$ cat src/rtl/iob_gpio_evt_ctrl.sv
// GPIO event controller: per-channel sync + debounce, rising-edge capture into sticky pend/overrun,
// and a round-robin valid/ready presenter for pending channel ids.
module iob_gpio_evt_ctrl #(
  parameter int N_CH  = 4,
  parameter int DEB_W = 8,
  parameter int ID_W  = $clog2(N_CH)
) (
  input  logic              clk,
  input  logic              rst,
  input  logic [N_CH-1:0]   sensor,
  input  logic [N_CH-1:0]   en_mask,
  input  logic [DEB_W-1:0]  deb_cycles,
  input  logic              clr_all,
  output logic              evt_valid,
  output logic [ID_W-1:0]   evt_id,
  input  logic              evt_ready,
  output logic [N_CH-1:0]   pend,
  output logic [N_CH-1:0]   overrun,
  output logic              irq
);

  typedef enum logic {IDLE, PRESENT} state_t;

  logic [N_CH-1:0]  sync1_q;
  logic [N_CH-1:0]  s_sync_q;
  logic [N_CH-1:0]  filt_q, filt_d;
  logic [N_CH-1:0]  filt_dly_q;
  logic [DEB_W-1:0] cnt_q [N_CH];
  logic [DEB_W-1:0] cnt_d [N_CH];

  logic [N_CH-1:0]  pend_q, pend_d;
  logic [N_CH-1:0]  overrun_q, overrun_d;
  logic             irq_q;

  state_t           state_q;
  logic             evt_valid_q;
  logic [ID_W-1:0]  evt_id_q;
  logic [ID_W-1:0]  rr_ptr_q;

  logic             handshake;
  logic [N_CH-1:0]  rise;
  logic [N_CH-1:0]  id_onehot;
  logic [N_CH-1:0]  clr_vec;
  logic [N_CH-1:0]  hi_mask;
  logic [N_CH-1:0]  pend_hi;
  logic [ID_W-1:0]  grant_idx;
  logic [ID_W-1:0]  rr_next;

  // Input synchronizer and debounce state; untouched by clr_all.
  always_ff @(posedge clk) begin
    if (!rst) begin
      sync1_q    <= '0;
      s_sync_q   <= '0;
      filt_q     <= '0;
      filt_dly_q <= '0;
      cnt_q      <= '{default: '0};
    end else begin
      sync1_q    <= sensor;
      s_sync_q   <= sync1_q;
      filt_q     <= filt_d;
      filt_dly_q <= filt_q;
      cnt_q      <= cnt_d;
    end
  end

  // The counter tracks how long s_sync has disagreed with filt; filt follows after D+1 such cycles.
  always_comb begin
    filt_d = filt_q;
    for (int i = 0; i < N_CH; i++) begin
      cnt_d[i] = '0;
      if (s_sync_q[i] != filt_q[i]) begin
        if (cnt_q[i] == deb_cycles) begin
          filt_d[i] = s_sync_q[i];
        end else begin
          cnt_d[i] = cnt_q[i] + DEB_W'(1);
        end
      end
    end
  end

  assign handshake = evt_valid_q & evt_ready;
  assign rise      = filt_q & ~filt_dly_q & en_mask;

  always_comb begin
    for (int i = 0; i < N_CH; i++) begin
      id_onehot[i] = (evt_id_q == ID_W'(i));
    end
  end

  assign clr_vec = handshake ? id_onehot : '0;

  // A same-cycle event on the channel being acknowledged re-arms it without flagging overrun.
  always_comb begin
    if (clr_all) begin
      pend_d    = '0;
      overrun_d = '0;
    end else begin
      pend_d    = (pend_q & ~clr_vec) | rise;
      overrun_d = overrun_q | (rise & pend_q & ~clr_vec);
    end
  end

  always_ff @(posedge clk) begin
    if (!rst) begin
      pend_q    <= '0;
      overrun_q <= '0;
      irq_q     <= 1'b0;
    end else begin
      pend_q    <= pend_d;
      overrun_q <= overrun_d;
      irq_q     <= |pend_q;
    end
  end

  // Round-robin pick: lowest pending index at or above rr_ptr, else lowest pending overall.
  always_comb begin
    for (int i = 0; i < N_CH; i++) begin
      hi_mask[i] = (i >= int'(rr_ptr_q));
    end
    pend_hi   = pend_q & hi_mask;
    grant_idx = '0;
    for (int i = N_CH - 1; i >= 0; i--) begin
      if (pend_q[i]) grant_idx = ID_W'(i);
    end
    for (int i = N_CH - 1; i >= 0; i--) begin
      if (pend_hi[i]) grant_idx = ID_W'(i);
    end
  end

  assign rr_next = (evt_id_q == ID_W'(N_CH - 1)) ? '0 : evt_id_q + ID_W'(1);

  always_ff @(posedge clk) begin
    if (!rst) begin
      state_q     <= IDLE;
      evt_valid_q <= 1'b0;
      evt_id_q    <= '0;
      rr_ptr_q    <= '0;
    end else if (clr_all) begin
      state_q     <= IDLE;
      evt_valid_q <= 1'b0;
      rr_ptr_q    <= '0;
    end else begin
      case (state_q)
        IDLE: begin
          if (|pend_q) begin
            evt_id_q    <= grant_idx;
            evt_valid_q <= 1'b1;
            state_q     <= PRESENT;
          end
        end
        PRESENT: begin
          if (evt_ready) begin
            evt_valid_q <= 1'b0;
            rr_ptr_q    <= rr_next;
            state_q     <= IDLE;
          end
        end
        default: begin
          state_q     <= IDLE;
          evt_valid_q <= 1'b0;
        end
      endcase
    end
  end

  assign evt_valid = evt_valid_q;
  assign evt_id    = evt_id_q;
  assign pend      = pend_q;
  assign overrun   = overrun_q;
  assign irq       = irq_q;

endmodule

$ cat config.mk
export PLATFORM = sky130hd
export DESIGN_NAME = iob_gpio_evt_ctrl
export DESIGN_NICKNAME = d
export VERILOG_FILES = /design/src/rtl/iob_gpio_evt_ctrl.sv
export SDC_FILE = /design/constraint.sdc
export NUM_CORES = 1
export LEC_CHECK = 0
export BUFFER_PORTS_ARGS = -buffer_cell sky130_fd_sc_hd__buf_2
export CORE_ASPECT_RATIO = 1.2
export CORE_MARGIN = 5
export CORE_UTILIZATION = 43
export DETAILED_ROUTE_END_ITERATION = 6
export SYNTH_ARGS = -nofsm -noshare
export SYNTH_HDL_FRONTEND = slang
export SYNTH_SLANG_ARGS = --single-unit
$ cat constraint.sdc
create_clock -name clk -period 1.26 [get_ports clk]
set_input_delay 0.063 -clock clk [delete_from_list [all_inputs] [get_ports clk]]
set_output_delay 0.063 -clock clk [all_outputs]
set_load 0.005 [all_outputs]
==> reports/qor_table.md, run 1 <==
| Quantity | This run | Unit |
|:---|:---|:---|
| Syn nets | 329 | - |
| TritonCTS clock tree | built | - |
| Die area | 8260 | sq um |
| Share of synthesized area spent on multiplexers | 0 | % |
| Layout Skew | 0.00762 | ns |
| Die extent in x | 83.8 | um |
| Post-placement setup slack | 0.0230 | ns |
| CP required | 1.47 | ns |
| F_max | 816 | MHz |
| Via count of the first global-routing pass | 2,194 | - |
| Final HPWL from detailed placement | 4280 | um |
| Total of flip-flops plus latches after synthesis | 63 | - |
| Filler cell count in the final layout | 599 | - |
| Nature of the critical path endpoint | register | - |
| Relative max-transition margin | 70.9 | % |
| Initial Util | 43.9 | % |
| Clock-pin slew of the registers on the worst-case setup and hold paths | 0.07 | ns |
| Post-Synth XOR/XNOR Area | 18.7 | % |
| Share of power burned in registers | 46.5 | % |
| Top_reg_cell synth | sky130_fd_sc_hd__dfxtp_1 | - |
| Placed inst area | 3350 | sq um |
| Clock sink count | 63 | - |
| Final instance count without filler cells | 472 | - |
| Sequential area share after synthesis | 44.9 | % |
| Diode count | 0 | - |
| Share of the synthesized area in compound gates (AO/OA/AOI/OAI) | 8.50 | % |
| Core area | 6410 | sq um |
| Post-route cell area | 3730 | sq um |
| Arrival time of data at the critical path endpoint | 1.43 | ns |
| Final min period | 1.23 | ns |
| Overflow after GRT | 0 | - |
| Switching share of power | 19.9 | % |
| DRC violation total after the first TritonRoute iteration | 46 | - |
| Nets | 410 | - |
| Async set or reset register ratio after synthesis | 0 | % |
| Number of gates on the worst path with buffers counted | 5 | - |
| Final period util | 97.2 | % |
| Total Power Consumption | 0.00433 | W |
| Drt via density | 4.70 | - |
| Highest-delay cell along the critical path | sky130_fd_sc_hd__nor4_4 | - |
| Worst path top cell family by delay | simple AND/OR/NAND/NOR gates | - |
| Clock buffer depth | 2 | - |
| Number of slew-limit violations in the final report | 0 | - |
| Most frequent standard cell in the layout excluding fill and tap cells | sky130_fd_sc_hd__dfxtp_1 | - |
| Portion of total power attributed to the clock network | 48.7 | % |
| Die span in y | 98.6 | um |
| Number of port buffers | 31 | - |
| Critical-path cell list | nor4_4 -> buf_4 -> nor2_1 -> a21oi_1 -> nor2_1 | - |
| Arithmetic-cell share of the synthesized area counting full adders, half adders and majority gates | 3.56 | % |
| Worst vdd rail ir drop | 0.607 | mV |
| Number of enable-type register cells in the synthesized netlist | 0 | - |
| Most frequent cell on the critical path | sky130_fd_sc_hd__nor2_1 | - |
| Number of cells on the worst hold path | 3 | - |
| Number of different library cells in the post-synthesis netlist | 35 | - |
| Synthesized instance count | 301 | - |
| Post-Synth Simple-Gate Area | 21.3 | % |
| Maximum fanout along the worst path | 3 | - |
| Inserted Clock Buffers | 9 | - |
| Internal power consumption | 0.00347 | W |
| Worst Reg-to-Reg Cells | 5 | - |
| Largest family of logic cells by synthesized area | simple AND/OR/NAND/NOR gates | - |
| Number of nets with antenna violations after routing | 0 | - |
| Final weighted congestion of routability-driven global placement | 0.822 | - |
| Final-report hold violation count | 0 | - |
| Synthesis-to-layout area growth | 32.6 | % |
| Average instance area after synthesis | 9.34 | sq um |
| Leakage component of the power | 1.51 | nW |
| Count of warnings emitted by yosys | 0 | - |
| Area of the multi-input gates | 1510 | sq um |
| Outcome | complete, no violations | - |
| Setup WS post-layout | 0.0349 | ns |
| Count of maximum capacitance violations | 0 | - |
| Total routing usage reported by global routing | 15.0 | % |
| Peak per-stage delay on the critical path | 0.39 | ns |
| CTS root buf | sky130_fd_sc_hd__clkbuf_8 | - |
| Cell area power density | 1160 | nW/um^2 |
| Buffering stage count on the worst path with inverters included | 1 | - |
| Commonest non-fill, non-tap cells in the layout | sky130_fd_sc_hd__dfxtp_1 (53), sky130_fd_sc_hd__buf_4 (42), sky130_fd_sc_hd__nor2_1 (41) | - |
| Classification of the worst setup path | reg2reg | - |
| Switching power of the nets | 0.000861 | W |
| Proportion of layout cells with a drive suffix above 1 | 31.0 | % |
| Number of primary I/O pins | 32 | - |
| Actual transition at the worst max-transition pin | 0.437 | ns |
| Netlist area before placement | 2810 | sq um |
| Sequential cell area | 1280 | sq um |
| Wire length of the first global-routing pass | 9790 | um |
| Path class of the lowest-slack min-delay path | in2reg | - |
| Maximum number of pins on one net before global-route repair | 21 | - |
| WL per Instance | 12.0 | um |
| Count of unresolved DRC violations after routing | 0 | - |
| Detailed-routing iteration count for the pre-antenna-repair pass | 4 | - |
| Site Rows | 32 | - |
| Number of levels the H-tree was split into | 3 | - |
| Nature of the critical path startpoint | register | - |
| Combinational cell fraction of total power | 4.8 | % |
| Clock latency reported for the late side of the worst-skew pair | 0.33 | ns |
| Final wirelength | 5680 | um |
| Vias | 2,220 | - |
| RSZ-0062 raised after global routing | yes | - |
| Initial antenna violation count | 0 | - |
| Number of instances in the placed design | 450 | - |
| Finish-stage setup viols | 0 | - |
[worst min-delay path, delay by kind of cell]
kind	cells	cell delay (ns)
and+or+nand+nor	1	0.09
buffers and inverters	1	0.09
AOI/OAI and AO/OA	1	0.07
[path summary, 6_finish.rpt]
check | to | start | slack (ns)
hold reg to reg | s_sync_q[0] | sync1_q[0] | 0.43
setup reg to reg | evt_valid | pend[1] | 0.03
setup / recovery | evt_valid | pend[1] | 0.03
hold / removal | pend[0] | en_mask[0] | 0.03
[flip-flops by register name (all words and copies together) (netlist names)]
| name | count |
|---|---|
| sync1_q | 4 |
| state_q | 1 |
| s_sync_q | 4 |
| evt_valid | 1 |
| rr_ptr_q | 2 |
| evt_id | 2 |
| pend | 4 |
| filt_q | 4 |
| overrun | 4 |
| cnt_q | 32 |
| irq | 1 |
| filt_dly_q | 4 |
[through the flow]
step	TNS (ns)	hold WS [ns]	utilization (%)
2_1_floorplan	0	0.190	-
3_3_place_gp	0	0.269	52.3
3_5_place_dp	0	0.274	52.3
4_1_cts	0	0.0148	56.7
5_1_grt	-0.196	0.0209	58.2
6_report	0	0.0312	58.2
[cells in the mapped netlist, types with 2 or more instances]
cell,number,area [sq um]
sky130_fd_sc_hd__and2_1,12,75.1
sky130_fd_sc_hd__inv_1,8,30.0
sky130_fd_sc_hd__nand2b_1,2,12.5
sky130_fd_sc_hd__ha_1,8,100
sky130_fd_sc_hd__xnor2_1,39,342
sky130_fd_sc_hd__clkbuf_2,4,20.0
sky130_fd_sc_hd__dfxtp_1,63,1260
sky130_fd_sc_hd__xor2_1,21,184
sky130_fd_sc_hd__a21oi_1,11,55.1
sky130_fd_sc_hd__buf_2,5,25.0
sky130_fd_sc_hd__and3_1,7,43.8
sky130_fd_sc_hd__nand3_1,22,110
sky130_fd_sc_hd__o21ai_0,4,20.0
sky130_fd_sc_hd__o31ai_1,4,30.0
sky130_fd_sc_hd__nor2_1,41,154
sky130_fd_sc_hd__nand2_1,13,48.8
sky130_fd_sc_hd__o211ai_2,4,50.1
sky130_fd_sc_hd__nand3b_1,4,30.0
sky130_fd_sc_hd__nand4_1,8,50.1
sky130_fd_sc_hd__o21ba_2,4,40.0
sky130_fd_sc_hd__clkbuf_1,2,7.51
sky130_fd_sc_hd__nor3_1,2,10.0
[final cells by class]
| type | count | area share, % |
|---|---|---|
| Tap cell | 85 | 2.85 |
| Timing Repair Buffer | 81 | 14.9 |
| Clock buffer | 10 | 3.69 |
| Sequential cell | 63 | 34.3 |
| Multi-Input combinational cell | 218 | 40.4 |
| Clock inverter | 6 | 2.89 |
| Inverter | 9 | 0.907 |
[cells by family (layout without fill, tap and decap cells)]
kind of cell | Yosys count | count (layout)
buffers and inverters | 20 | 106
AO/OA/AOI/OAI | 32 | 32
adder cells (fa/ha/maj) | 8 | 8
AND/OR/NAND/NOR | 118 | 118
XOR/XNOR | 60 | 60
flip-flops | 63 | 63
[power groups by stage]
| stage | logic [W] | clock network [W] | registers (W) |
|---|---|---|---|
| after detailed placement | 0.000193 | 0 | 0.00206 |
| after global placement | 0.000192 | 0 | 0.00206 |
| after global routing | 0.000231 | 0.00227 | 0.00201 |
| after CTS | 0.000203 | 0.00218 | 0.00201 |
| final | 0.000208 | 0.00211 | 0.00201 |
| after floorplan | 0.000120 | 0 | 0.00206 |
[routing by layer]
| layer | vias to the layer above | GRT usage (%) | routed length (um) |
|---|---|---|---|
| li1 | 1163 | - | - |
| met1 | 1001 | 18.8 | 2660 |
| met2 | 47 | 23.5 | 2620 |
| met3 | 9 | 4.10 | 277 |
| met4 | 0 | 8.04 | 128 |
| met5 | - | 0 | 0 |
[what timing repair did]
| action | 4_1_cts | 5_1_grt |
|---|---|---|
| hold buffers | 4 | 0 |
| hold endpoints to repair | 4 | 0 |
| resized for setup | 0 | 22 |
| setup endpoints to repair | 0 | 33 |
| buffers inserted | 0 | 2 |
Note: power is estimated with default switching activity, not from simulation.
==> run 2, diff against run 1 <==
--- a/config.mk
+++ b/config.mk
@@ -11,4 +11,5 @@
 export CORE_UTILIZATION = 43
 export DETAILED_ROUTE_END_ITERATION = 6
+export SLEW_MARGIN = 40
 export SYNTH_ARGS = -nofsm -noshare
 export SYNTH_HDL_FRONTEND = slang
==> constraint.sdc (replaced) <==
create_clock -name clk -period 1.26 [get_ports clk]
set_input_delay 0.189 -clock clk [delete_from_list [all_inputs] [get_ports clk]]
set_output_delay 0.189 -clock clk [all_outputs]
set_load 0.005 [all_outputs]
==> run 2 against run 1 <==
Final cell count down 0.64%. Die area stayed put. Sequential cell count stayed put. Critical path depth unchanged. Global-route usage rose by 0.17 points. Utilization fell by 0.18 points. Routed wire length grew 4.6%. Combinational power grew 5%. Clock skew fell by 0.0020 ns. Clock-buffer cell count grew 3.
==> reports/qor_table.md, run 2 (synthesis results as in run 1) <==
| Quantity | This run | Unit | Delta |
|:---|:---|:---|:---|
| Filler cell count in the final layout | 584 | - | was 599 |
| GR met3 Demand/Resource | 4.52 | % | was 4.10% |
| Synthesis-to-layout area growth | 32.2 | % | was 32.6% |
| Total routing usage reported by global routing | 15.2 | % | was 15.0% |
| Finish-stage setup viols | 0 | - | unchanged |
| Detailed-routing iteration count for the pre-antenna-repair pass | 4 | - | unchanged |
| Final weighted congestion of routability-driven global placement | 0.785 | - | was 0.822 |
| Clock sink count | 63 | - | unchanged |
| Number of slew-limit violations in the final report | 0 | - | unchanged |
| GRT met2 Usage | 24.5 | % | was 23.5% |
| Clock latency reported for the late side of the worst-skew pair | 0.33 | ns | about the same |
| Max reg flops | 32 | - | unchanged |
| Most utilized layer in the global route result | met2 | - | unchanged |
| CP required | 1.48 | ns | was 1.47 ns |
| Sequential cell area | 1280 | sq um | about the same |
| Nets | 407 | - | was 410 |
| Worst Reg-to-Reg Cells | 5 | - | unchanged |
| Vias | 2,253 | - | was 2,220 |
| Number of cells on the worst hold path | 2 | - | was 3 |
| Actual transition at the worst max-transition pin | 0.333 | ns | was 0.437 ns |
| WL per Instance | 12.7 | um | was 12.0 um |
| Final HPWL from detailed placement | 4420 | um | was 4280 um |
| Inserted Clock Buffers | 9 | - | unchanged |
| Placed inst area | 3380 | sq um | was 3350 sq um |
| RSZ-0062 raised after global routing | yes | - | unchanged |
| Number of primary I/O pins | 32 | - | unchanged |
| Area of the multi-input gates | 1550 | sq um | was 1510 sq um |
| Initial antenna violation count | 0 | - | unchanged |
| Worst vdd rail ir drop | 0.867 | mV | was 0.607 mV |
| Outcome | complete, no violations | - | unchanged |
| Final min period | 1.21 | ns | was 1.23 ns |
| Quantity of hold-fixing buffers added after cts | 0 | - | was 4 |
| DRC violation total after the first TritonRoute iteration | 47 | - | was 46 |
| Layout Skew | 0.00560 | ns | was 0.00762 ns |
| Classification of the worst setup path | reg2reg | - | unchanged |
| Clock buffer depth | 2 | - | unchanged |
| Diode count | 0 | - | unchanged |
| Largest reg by FF count | cnt_q | - | unchanged |
| Count of unresolved DRC violations after routing | 0 | - | unchanged |
| TritonCTS clock tree | built | - | unchanged |
| Number of port buffers | 31 | - | unchanged |
| Number of levels the H-tree was split into | 3 | - | unchanged |
| Site Rows | 32 | - | unchanged |
| Post-placement setup slack | 0.0243 | ns | was 0.0230 ns |
| Arrival time of data at the critical path endpoint | 1.43 | ns | about the same |
| Setup WS post-layout | 0.0524 | ns | was 0.0349 ns |
| Core area | 6410 | sq um | unchanged |
| Final period util | 95.8 | % | was 97.2% |
| Die span in y | 98.6 | um | unchanged |
| Count of maximum capacitance violations | 0 | - | unchanged |
| Die area | 8260 | sq um | unchanged |
| Final instance count without filler cells | 469 | - | was 472 |
| Via count of the first global-routing pass | 2,209 | - | was 2,194 |
| Die extent in x | 83.8 | um | unchanged |
| Commonest non-fill, non-tap cells in the layout | sky130_fd_sc_hd__dfxtp_1 (49), sky130_fd_sc_hd__buf_4 (44), sky130_fd_sc_hd__nor2_1 (39) | - | was sky130_fd_sc_hd__dfxtp_1 (53), sky130_fd_sc_hd__buf_4 (42), sky130_fd_sc_hd__nor2_1 (41) |
| Leakage component of the power | 1.52 | nW | was 1.51 nW |
| Final-report hold violation count | 0 | - | unchanged |
| Clock-pin slew of the registers on the worst-case setup and hold paths | 0.07 | ns | about the same |
| Final wirelength | 5940 | um | was 5680 um |
| Number of nets with antenna violations after routing | 0 | - | unchanged |
| Proportion of layout cells with a drive suffix above 1 | 34.9 | % | was 31.0% |
| Relative max-transition margin | 77.6 | % | was 70.9% |
| Cell area power density | 1090 | nW/um^2 | was 1160 nW/um^2 |
| Nature of the critical path startpoint | register | - | unchanged |
| Utilization after layout | 58.0 | % | was 58.2% |
| Drt via density | 4.80 | - | was 4.70 |
| Maximum fanout along the worst path | 8 | - | was 3 |
| F_max | 828 | MHz | was 816 MHz |
| Number of instances in the placed design | 452 | - | was 450 |
| Met1 routing resource usage after global routing | 18.7 | % | was 18.8% |
| CTS root buf | sky130_fd_sc_hd__clkbuf_8 | - | unchanged |
| Most frequent standard cell in the layout excluding fill and tap cells | sky130_fd_sc_hd__dfxtp_1 | - | unchanged |
| Total Power Consumption | 0.00404 | W | was 0.00433 W |
| Maximum number of pins on one net before global-route repair | 21 | - | unchanged |
| Nature of the critical path endpoint | register | - | unchanged |
| Wire length of the first global-routing pass | 9980 | um | was 9790 um |
| Path class of the lowest-slack min-delay path | in2reg | - | unchanged |
| Initial Util | 43.9 | % | unchanged |
| Overflow after GRT | 0 | - | unchanged |
| Post-route cell area | 3710 | sq um | was 3730 sq um |
run 2: final cells by class:
type	count	share of cell area [%]
flip-flops and latches	63	34.6
repair buffers	78	14.2
clock buffers	13	4.55
well taps	85	2.86
multi-input cells	218	41.8
clock inverters	3	1.08
inverters	9	0.909
run 2: what timing repair did:
action	in CTS	in global routing
endpoints found under the setup margin	0	25
setup buffers	0	1
gates resized for setup	0	35
run 2: where the power goes:
group / switching (W) / leakage (nW) / total (W) / internal (W)
Combinational: 0.000111 / 0.891 / 0.000219 / 0.000108
Clock: 0.000736 / 0.109 / 0.00181 / 0.00107
Sequential: 0.00000839 / 0.517 / 0.00201 / 0.00200
run 2: worst paths after layout:
check             start     endpoint  slack, ns
max reg2reg    cnt_q[8]    cnt_q[13]       0.05
max            cnt_q[8]    cnt_q[13]       0.05
min reg2reg  sync1_q[1]  s_sync_q[1]       0.43
min           sensor[3]   sync1_q[3]       0.06
run 2: stage by stage:
stage                     hold slack [ns]  setup TNS (ns)
after floorplan                     0.316               0
after global placement              0.397               0
after detailed placement            0.400               0
after CTS                          0.0451               0
after global routing               0.0414          -0.239
final                              0.0601               0
run 2: worst max-delay path, stage by stage, from the launching register on:
cell	delay, ns
sky130_fd_sc_hd__dfxtp_2	0.36
sky130_fd_sc_hd__xnor2_1	0.13
sky130_fd_sc_hd__nand4_1	0.18
sky130_fd_sc_hd__o211ai_2	0.22
sky130_fd_sc_hd__buf_6	0.16
sky130_fd_sc_hd__nor2_1	0.05
run 2: layer usage:
metal  up-vias  wire (um)
met2        41       2860
li1       1154          -
met1      1051       2720
met4         0        108
met5         -          0
met3         7        259
